[config.mk]
export PLATFORM = sky130hd
export DESIGN_NAME = zorro_slave_responder
export DESIGN_NICKNAME = d
export VERILOG_FILES = /design/src/rtl/zorro_pkg.sv /design/src/rtl/zorro_slave_timer.sv /design/src/rtl/zorro_slave_responder.sv
export SDC_FILE = /design/constraint.sdc
export NUM_CORES = 1
export LEC_CHECK = 0
export CORE_UTILIZATION = 50
export DETAILED_ROUTE_END_ITERATION = 10
export PLACE_DENSITY_LB_ADDON = 0.25
export SKIP_CTS_REPAIR_TIMING = 1
export SLEW_MARGIN = 20
export SYNTH_ARGS = -nofsm -noshare
export SYNTH_HDL_FRONTEND = slang
export SYNTH_HIERARCHICAL = 1
export SYNTH_SLANG_ARGS = --single-unit
[constraint.sdc]
create_clock -name CLK -period 7.3 [get_ports CLK]
set_input_delay 1.095 -clock CLK [delete_from_list [all_inputs] [get_ports CLK]]
set_output_delay 1.095 -clock CLK [all_outputs]
set_load 0.01 [all_outputs]
[src/rtl/zorro_pkg.sv]
// rtl/zorro_pkg.sv - shared types and constants for the Zorro III slave responder
package zorro_pkg;

  // Responder cycle phases
  typedef enum logic [2:0] {
    ST_IDLE,
    ST_DECODE,
    ST_WAITDS,
    ST_SCSI,
    ST_ROM,
    ST_ACK,
    ST_ERR,
    ST_DONE
  } zorro_state_e;

  // Value of latched A23 selecting the target region
  localparam logic REGION_SCSI = 1'b1;
  localparam logic REGION_ROM  = 1'b0;

  // Default timing parameters
  localparam int DEFAULT_ROM_WAIT = 4;
  localparam int DEFAULT_TIMEOUT  = 255;

  // Width of the shared wait/timeout counter
  localparam int TIMER_W = 8;

endpackage

[src/rtl/zorro_slave_timer.sv]
// rtl/zorro_slave_timer.sv - loadable saturating up/down counter with done flag
module zorro_slave_timer
  import zorro_pkg::*;
#(
  parameter int W = TIMER_W
) (
  input  logic         clk,
  input  logic         rst_n,
  input  logic         load,
  input  logic [W-1:0] load_val,
  input  logic         en,
  input  logic         up,
  input  logic [W-1:0] limit,
  output logic         done
);

  localparam logic [W-1:0] ONE = {{(W-1){1'b0}}, 1'b1};
  localparam logic [W-1:0] MAX = {W{1'b1}};

  logic [W-1:0] count;

  // Count register: load wins over counting; saturates at both ends
  always_ff @(posedge clk or negedge rst_n) begin
    if (!rst_n) begin
      count <= '0;
    end else if (load) begin
      count <= load_val;
    end else if (en) begin
      if (up) begin
        if (count != MAX) count <= count + ONE;
      end else begin
        if (count != '0) count <= count - ONE;
      end
    end
  end

  // Done means the coming counting edge lands on the terminal value:
  // up mode reaches limit, down mode runs out of loaded cycles
  always_comb begin
    if (up) begin
      done = ({1'b0, count} + {1'b0, ONE}) >= {1'b0, limit};
    end else begin
      done = (count <= ONE);
    end
  end

endmodule

[src/rtl/zorro_slave_responder.sv]
// rtl/zorro_slave_responder.sv - Zorro III slave cycle responder for SCSI chip and boot ROM
module zorro_slave_responder
  import zorro_pkg::*;
#(
  parameter int ROM_WAIT = DEFAULT_ROM_WAIT,
  parameter int TIMEOUT  = DEFAULT_TIMEOUT
) (
  input  logic       CLK,
  input  logic       RESET_n,
  input  logic       ZORRO_FCS_n,
  input  logic [3:0] ZORRO_DS_n,
  input  logic       ZORRO_READ,
  input  logic [7:0] ZORRO_A,
  input  logic       ZORRO_A23,
  input  logic [7:0] CFG_BASE,
  input  logic       CONFIGURED,
  input  logic       BMASTER,
  input  logic       SCSI_SLACK_n,
  output logic       SLAVE_n,
  output logic       DTACK_n,
  output logic       BERR_n,
  output logic       SLV_DOE,
  output logic       SCSI_CS_n,
  output logic       SCSI_AS_n,
  output logic       ROM_OE_n
);

  localparam logic [TIMER_W-1:0] ROM_WAIT_V = TIMER_W'(ROM_WAIT);
  localparam logic [TIMER_W-1:0] TIMEOUT_V  = TIMER_W'(TIMEOUT);

  zorro_state_e state;

  logic [7:0] lat_a;
  logic       lat_region;
  logic       lat_read;

  logic               ds_any;
  logic               tmr_load;
  logic [TIMER_W-1:0] tmr_val;
  logic               tmr_en;
  logic               tmr_up;
  logic               tmr_done;

  assign ds_any = ~&ZORRO_DS_n;

  // Timer control: zeroed before WAITDS, counts up through WAITDS/SCSI,
  // reloaded with ROM_WAIT on ROM entry and counted down there
  always_comb begin
    tmr_load = 1'b0;
    tmr_val  = '0;
    tmr_en   = 1'b0;
    tmr_up   = 1'b1;
    case (state)
      ST_IDLE, ST_DECODE: begin
        tmr_load = 1'b1;
      end
      ST_WAITDS: begin
        if (ds_any && lat_region == REGION_ROM) begin
          tmr_load = 1'b1;
          tmr_val  = ROM_WAIT_V;
        end else begin
          tmr_en = 1'b1;
        end
      end
      ST_SCSI: begin
        tmr_en = 1'b1;
      end
      ST_ROM: begin
        tmr_en = 1'b1;
        tmr_up = 1'b0;
      end
      default: begin
      end
    endcase
  end

  zorro_slave_timer #(
    .W (TIMER_W)
  ) u_timer (
    .clk      (CLK),
    .rst_n    (RESET_n),
    .load     (tmr_load),
    .load_val (tmr_val),
    .en       (tmr_en),
    .up       (tmr_up),
    .limit    (TIMEOUT_V),
    .done     (tmr_done)
  );

  // Cycle FSM with registered bus outputs; FCS_n high ends any cycle first
  always_ff @(posedge CLK or negedge RESET_n) begin
    if (!RESET_n) begin
      state      <= ST_IDLE;
      lat_a      <= '0;
      lat_region <= 1'b0;
      lat_read   <= 1'b0;
      SLAVE_n    <= 1'b1;
      DTACK_n    <= 1'b1;
      BERR_n     <= 1'b1;
      SLV_DOE    <= 1'b0;
      SCSI_CS_n  <= 1'b1;
      SCSI_AS_n  <= 1'b1;
      ROM_OE_n   <= 1'b1;
    end else if (state != ST_IDLE && ZORRO_FCS_n) begin
      state     <= ST_IDLE;
      SLAVE_n   <= 1'b1;
      DTACK_n   <= 1'b1;
      BERR_n    <= 1'b1;
      SLV_DOE   <= 1'b0;
      SCSI_CS_n <= 1'b1;
      SCSI_AS_n <= 1'b1;
      ROM_OE_n  <= 1'b1;
    end else begin
      case (state)
        ST_IDLE: begin
          if (!ZORRO_FCS_n) begin
            lat_a      <= ZORRO_A;
            lat_region <= ZORRO_A23;
            lat_read   <= ZORRO_READ;
            state      <= ST_DECODE;
          end
        end
        ST_DECODE: begin
          // Bus-master ownership only matters here; later changes are ignored
          if (lat_a == CFG_BASE && CONFIGURED && !BMASTER) begin
            state   <= ST_WAITDS;
            SLAVE_n <= 1'b0;
          end else begin
            state <= ST_DONE;
          end
        end
        ST_WAITDS: begin
          if (ds_any) begin
            SLV_DOE <= lat_read;
            if (lat_region == REGION_SCSI) begin
              state     <= ST_SCSI;
              SCSI_CS_n <= 1'b0;
              SCSI_AS_n <= 1'b0;
            end else begin
              state    <= ST_ROM;
              ROM_OE_n <= ~lat_read;
            end
          end else if (tmr_done) begin
            state  <= ST_ERR;
            BERR_n <= 1'b0;
          end
        end
        ST_SCSI: begin
          if (!SCSI_SLACK_n) begin
            state   <= ST_ACK;
            DTACK_n <= 1'b0;
          end else if (tmr_done) begin
            state     <= ST_ERR;
            BERR_n    <= 1'b0;
            SLV_DOE   <= 1'b0;
            SCSI_CS_n <= 1'b1;
            SCSI_AS_n <= 1'b1;
          end
        end
        ST_ROM: begin
          // Writes are acknowledged after the same wait; the data is dropped
          if (tmr_done) begin
            state   <= ST_ACK;
            DTACK_n <= 1'b0;
          end
        end
        default: begin
          // ACK, ERR and DONE hold until FCS_n rises
        end
      endcase
    end
  end

endmodule

==> impl.org, run 1 <==
** Floorplan
- DIE AREA :: 4660 sq um
- I/O pin total :: 35
- Initial Utilization :: 0.534
- In this run the horizontal extent of the chip is 68.3 microns.
- In this run the vertical extent of the chip is roughly 70 microns.
- Num rows :: 23
- The floorplan step defined a core boundary enclosing a little over 4000 sq um.

** Placed design
- At the end of routability-driven placement, the weighted congestion stood at 0.840.
- At the placement stage, the worst setup path has a slack of 4.12 ns.
- DP HPWL :: between 3 and 4 mm
- Post-Place Cells :: 316
- Port buffering added 34 buffers.

** Layout
- Measured on the finished design, the core utilization comes to 0.629.
- Counting the fill cells in the layout gives 364.
- Leaving out fill and tap cells, the most frequent cell in the layout is clkdlybuf4s50_1.
- 0 antenna diodes ended up in the layout.
- Area growth from synthesis to layout :: 17.9%
- Fin nets :: a little over 300
- Of the cells placed in the final design, the portion with a size suffix greater than 1 is 0.152.
- The library cells used most frequently in the layout, excluding fill and tap cells, are clkdlybuf4s50_1, dfrtp_1, nand2_1, xnor2_1, conb_1.
- After the flow finishes, the layout carries non-filler instances totaling 320.

** Yosys
- Counting every instance in the synthesized netlist gives 231.
- After synthesis, the share of flip-flops with an asynchronous set or reset is 1.00.
- The Yosys step of the flow raised 6 warnings.
- Post-Synthesis Cell Area :: 2200 sq um
- Synth top area cells :: dfrtp_1, xnor2_1, ha_1
- Synthesized-area fraction occupied by xor and xnor cells :: 0.0877
- Flip-flop and latch count after synthesis :: 27
- Number of different library cells in the post-synthesis netlist :: 54
- Proportion of synthesized chip area in sequential cells :: 0.310
- Area share of and/or/nand/nor cells after synthesis :: 0.209
- Area share of the largest cell type after synthesis :: 0.251
- Average instance area after synthesis :: 9.51 sq um
- Main flop type after synthesis :: dfrtp_1
- The compound-cell area share of the yosys netlist is 0.144.
- Measured against the total synthesized area, the mux share comes to 0.0940.
- Adder and majority cell fraction of the synthesized area :: 0.0683
- Largest family of logic cells by synthesized area :: simple AND/OR/NAND/NOR gates
- The synthesized design spends more area on one cell type than any other, namely dfrtp_1.
- Post-synth EDFFs :: 0

** STA
- Dividing the final minimum period by the clock period gives 0.396.
- Clock period minus final worst setup slack :: 2.89 ns
- For the final routed database, the setup TNS stands at 0 ns.
- Finish-stage setup viols :: 0
- Layout Skew :: 0.00414 ns
- Setup repair after global routing missed its margin :: no
- Normalized max-slew margin :: 0.465
- Timing would allow up to 346 MHz.
- The max-slew violation count came to 0.
- Final setup margin :: about 4.4 ns
- Hold violation count in the final report :: 0
- Transition time at the pin with the least slew margin :: 0.802 ns

** Drt
- Number of vias in the routed layout :: 1,710
- Antenna Nets Post-Route :: 0
- Number of iterations in the first detailed-routing pass :: 4
- Met3 wire length :: around 180 microns
- DRC violation total after the first TritonRoute iteration :: 89
- Using the TritonRoute via totals, the vias-per-cell ratio works out to 5.34.
- Post-Route M1 WL :: 1.92 mm
- WL final :: 4.21 mm
- Per-cell routed wire length :: 13.1 microns
- Detailed routing placed a total of ~2.1 mm of wire on met2.
- In the routed design, unresolved DRC markers number 0.
- Routed signal wires occupy layers up through met4.

** Worst setup path
- Required @ worst endpoint :: 7.47 ns
- Reg-to-reg endpoint :: state[2]$_DFFE_PN0P_
- Along the worst path, the maximum fanout reaches 12.
- The worst setup path is of the input port to flop kind.
- Data arrives at the worst endpoint at a little over 3 ns.
- Source of the worst register-to-register timing path :: u_timer/count[0]$_DFFE_PN0P_
- For this design, the slowest cell found on the critical path is a21oi_1.
- The largest single stage delay on the critical path is 0.67 ns.
- Worst-path cell chain :: clkdlybuf4s50_1, a41oi_1, nand2_1, a21oi_1, mux2_2
- Internal reg-to-reg setup slack :: between 4 and 5 ns
- The worst setup path is launched from an input port.
- Crit end category :: flop
- Register-to-Register Path Depth :: 12

** Power
- VDD IR max :: 223 uV
- Lkg Pwr :: 0.00114 uW
- Overall power consumption :: 885 uW
- P per Cell Area :: 342 nW/um^2

** Clock network
- Clock sink total :: 27
- The clock reaches the later pin of the worst-skew pair after 0.28 ns.
- CTS built an H-tree with a depth of 1.
- Largest buffer count on any clock path :: 2
- CTS tree :: done
- Clk pin slew, worst setup/hold paths :: 0.10 ns
- CTS placed an instance of clkbuf_8 at the clock tree root.
- TritonCTS created 3 clock buffers.

** Global routing
- The first global-routing pass estimated 6.70 mm of wire.
- All-Layer GR Usage :: 0.191
- Via count of the first global-routing pass :: 1,517
- For this run the aggregate overflow at the end of global routing stands at 0.
- Initial antenna violation count :: 0
- Entering global routing, the biggest net connects 28 pins.

** Min path
- Worst hold endpoint :: BERR_n$_DFFE_PN1P_
- The min-delay analysis places its worst path in the category flop to flop.
- The worst hold path was traced through 2 stages.
- Worst min-delay path startpoint :: BERR_n$_DFFE_PN1P_

** Flow run
- Max-cap violations in this run came to 0.

** Status
- The flow ran to the end, and the final reports show no timing, DRC or antenna violations.
==> state kept, by name, summed over array words and instances, names as in the netlist <==
register	count
DTACK_n	1
SLV_DOE	1
lat_read	1
SCSI_AS_n	1
SLAVE_n	1
state	3
lat_region	1
u_timer/count	8
ROM_OE_n	1
BERR_n	1
lat_a	8
==> per-layer routing <==
layer  vias to the layer above  track usage
met5                         -            0
met4                         0       0.0573
met3                         4       0.0217
met2                        46        0.338
met1                       792        0.242
li1                        868            -
==> cells in the mapped netlist, drive strengths merged, types with 2 or more instances <==
library cell / count
dfrtp: 22
nand2: 21
xnor2: 18
o21ai: 17
inv: 16
buf: 13
mux2: 13
ha: 12
nor2: 11
nor3: 10
a21oi: 8
nand3: 7
dfstp: 5
nand2b: 5
nand4: 4
nor4: 4
xor2: 4
and4: 3
mux2i: 3
a21o: 2
a31oi: 2
a32oi: 2
a41oi: 2
and2: 2
conb: 2
nand3b: 2
nor3b: 2
o211ai: 2
or3: 2
==> per-stage QoR <==
step | cell area, sq um | hold WS (ns)
after floorplan | 2250 | 0.443
after global placement | 2540 | 0.475
after detailed placement | 2540 | 0.482
after CTS | 2590 | 0.497
after global routing | 2590 | 0.525
final | 2590 | 0.494
==> worst max path at each step <==
stage	start	to	slack [ns]
3_5_place_dp	ZORRO_DS_n[3]	u_timer/count[2]$_DFFE_PN0P_	4.12
3_3_place_gp	ZORRO_DS_n[3]	u_timer/count[3]$_DFFE_PN0P_	4.17
5_1_grt	ZORRO_DS_n[0]	u_timer/count[2]$_DFFE_PN0P_	4.23
6_report	ZORRO_DS_n[3]	u_timer/count[2]$_DFFE_PN0P_	4.41
2_1_floorplan	ZORRO_DS_n[2]	u_timer/count[3]$_DFFE_PN0P_	4.78
4_1_cts	ZORRO_DS_n[3]	u_timer/count[2]$_DFFE_PN0P_	4.43
==> report_power, final <==
part | leakage, uW | switching, uW | total, uW | internal, uW
clock | 0.0000217 | 49.6 | 88.5 | 38.8
sequential | 0.000320 | 109 | 329 | 219
combinational | 0.000796 | 220 | 468 | 248
total | 0.00114 | 379 | 885 | 506
==> kinds of logic (layout without fill, tap and decap cells) <==
logic type | after synthesis | count (layout)
AND/OR/NAND/NOR | 76 | 76
other | 2 | 15
AO/OA/AOI/OAI | 46 | 46
multiplexers | 16 | 16
buffers and inverters | 30 | 56
adder cells (fa/ha/maj) | 12 | 12
XOR/XNOR | 22 | 22
flip-flops | 27 | 27
==> final cells by class <==
class	count	area (sq um)	area share
Clock buffer	3	41.3	0.0159
Clock inverter	1	7.51	0.00290
Inverter	16	60.1	0.0232
Multi-Input combinational cell	187	1380	0.533
Sequential cell	27	682	0.263
Tap cell	50	62.6	0.0242
Timing Repair Buffer	36	355	0.137
==> critical path: cells and delay by family <==
family	cells	cell delay, ns
mux	1	0.41
simple gates	1	0.13
compound gates	2	1.01
buf+inv	1	0.42
No activity file was read; power rests on OpenSTA's default activity.
==> run 2, diff against run 1 <==
==> constraint.sdc (replaced) <==
create_clock -name CLK -period 3 [get_ports CLK]
set_input_delay 0.45 -clock CLK [delete_from_list [all_inputs] [get_ports CLK]]
set_output_delay 0.45 -clock CLK [all_outputs]
set_load 0.01 [all_outputs]
==> run 2 against run 1 <==
Compared with the run above: count of clock-buffer cells in the layout increased by 1; power increased by 150%; wire length increased by 1.6%; setup slack got worse by 4.1 ns; sequential power increased by 130%; global-route usage increased by 1.1 points; largest cell class unchanged.
==> impl.org, run 2 (same netlist as run 1, synthesis figures left out) <==
** Layout
- Largest registers :: lat_a: 8 flops, u_timer/count: 8 flops, state: 3 flops
- Area growth from synthesis to layout :: 18.7%
- Fin nets :: 314
- Commonest cells after routing, fill and taps aside :: clkdlybuf4s50_1, dfrtp_1, nand2_1, xnor2_1, conb_1
- Fraction of layout cells with a size suffix above 1 :: 0.158
- The finished cells cover 2610 sq um.
- Most common cell after layout, fill and taps aside :: clkdlybuf4s50_1
- Final standard cell count with taps included and fillers excluded :: between 300 and 400
- Final Core Density :: 0.634
- Number of filler cells placed in the layout :: approximately 350
- Diodes inserted :: 0

** Min path
- Hold Crit Class :: flop to flop

** STA
- The max-slew violation count is 0.
- After routing, the total negative slack on setup checks comes to 0 ns.
- Of the available clock period, the critical path in the final layout requires 0.884.
- Setup repair after global routing left no endpoint under its margin.
- Setup violations remaining at the end of the flow were counted as 0.
- Final-layout worst hold slack :: between 0.4 and 0.5 ns
- For the pin with the worst max-slew slack, the measured transition is between 0.5 and 0.6 ns.
- Hold violation count in the final report :: 0
- Static timing analysis puts the maximum clock frequency at 377 MHz.
- Clock period minus final worst setup slack :: 2.65 ns
- The worst pin sits at a relative slew slack of 0.666.
- Layout Skew :: 0.00764 ns

** Drt
- For this block, the routed nets add up to 4.27 mm of wire.
- DR DRC count :: 0
- Number of vias in the routed layout :: between 1,500 and 2,000
- Antenna Nets Post-Route :: 0
- Number of iterations in the first detailed-routing pass :: 4
- Via-to-Cell Ratio :: roughly 5.3
- For this block, the initial DRC count from the detailed router was 80.
- Per-cell routed wire length :: 13.2 microns

** Power
- VDD IR max :: 452 uV
- Power spread over the standard cell area amounts to 834 nW/um^2.
- Lkg Pwr :: ~0.0012 uW

** Floorplan
- In this run the count of I/O pins placed on the die edge is 35.
- The floorplan step defined a die boundary enclosing 4660 sq um.
- The die is 68.3 microns wide.
- Die Y-Extent :: roughly 68 microns
- Initial Utilization :: 0.534
- Core Area :: 4120 sq um
- Num rows :: 23

** Clock network
- The clock net in this run drives a total of 27 sinks.
- Clock Tree Root :: clkbuf_8
- Largest buffer count on any clock path :: 2
- At the later pin of the worst-skew pair, clock insertion delay measures between 0.2 and 0.3 ns.
- Clock-pin slew was measured on the worst setup and hold paths at ~0.10 ns.
- Number of buffers created by CTS :: 3
- TritonCTS built the clock tree.
- Number of levels in the clock H-tree :: 1

** Global routing
- Across every metal layer, demand over resource in global routing totals 0.203.
- The number of antenna violations at the first check in global routing is 0.
- Total overflow reported by the global router :: 0
- Via count of the first global-routing pass :: roughly 1,600
- Maximum number of pins on one net before global-route repair :: 28
- The first global-routing pass estimated just over 7 mm of wire.

** Worst setup path
- The worst setup path is captured at a flop.
- The critical path in this run is classified as flop to flop.
- Required @ worst endpoint :: 3.15 ns
- Arrival time worst endpoint :: 2.80 ns
- Peak fanout along the critical path :: 8
- STA classifies the critical path startpoint as a flop.

** Placed design
- The congestion estimate from routability-driven global placement came to 0.861.
- Placed instance area :: 2560 sq um
- Total of buffers placed on input and output ports :: 34
- The HPWL after detailed placement is 3.29 mm.
- The number of placed instances, taps included, is 319.

** Flow run
- The tool flagged a number of max-cap violations equal to 0.

** Status
- Result of the run :: finished, final reports clean
## run 2: worst paths after layout
kind	from	endpoint	slack, ns	depth (start not counted)
min in group asynchronous	RESET_n	state[1]$_DFFE_PN0P_	0.54	2
setup / recovery	u_timer/count[0]$_DFFE_PN0P_	state[2]$_DFFE_PN0P_	0.35	12
setup reg to reg	u_timer/count[0]$_DFFE_PN0P_	state[2]$_DFFE_PN0P_	0.35	12
hold reg to reg	BERR_n$_DFFE_PN1P_	BERR_n$_DFFE_PN1P_	0.50	2
hold / removal	BERR_n$_DFFE_PN1P_	BERR_n$_DFFE_PN1P_	0.50	2
max in group asynchronous	RESET_n	ROM_OE_n$_DFFE_PN1P_	2.16	2
## run 2: final cells by class
type	instances	area (sq um)	area share
multi-input combinational	187	1380	0.529
tap	50	62.6	0.0240
clock buffer	4	45.0	0.0173
inverter	16	60.1	0.0230
sequential	27	682	0.261
timing repair buffer	39	378	0.145
## run 2: power by group
part / switching, uW / internal [uW]
Combinational: 572 / 627
Clock: 111 / 95.0
Sequential: 236 / 535
## run 2: critical path, cell delays in order, from the launching register on
cell,delay (ns)
dfrtp_1,0.50
ha_1,0.30
and4_1,0.24
nand2_1,0.07
xnor2_1,0.15
ha_1,0.30
nand3_1,0.08
o21ai_0,0.08
a31o_2,0.30
nand2b_1,0.15
a31oi_1,0.15
o21ai_0,0.10
o2bb2ai_1,0.13
## run 2: layer usage
layer	part of all wire	GRT usage	vias up
li1	-	-	876
met3	0.032	0.0333	5
met2	0.49	0.350	38
met5	0	0	-
met4	0.013	0.0651	0
met1	0.47	0.254	798
## run 2: per-stage QoR
stage	power (uW)	worst slack, ns
floorplan	1740	0.589
global placement	1930	0.435
detailed placement	1960	0.375
CTS	2180	0.360
global route	2360	0.148
finish	2170	0.347
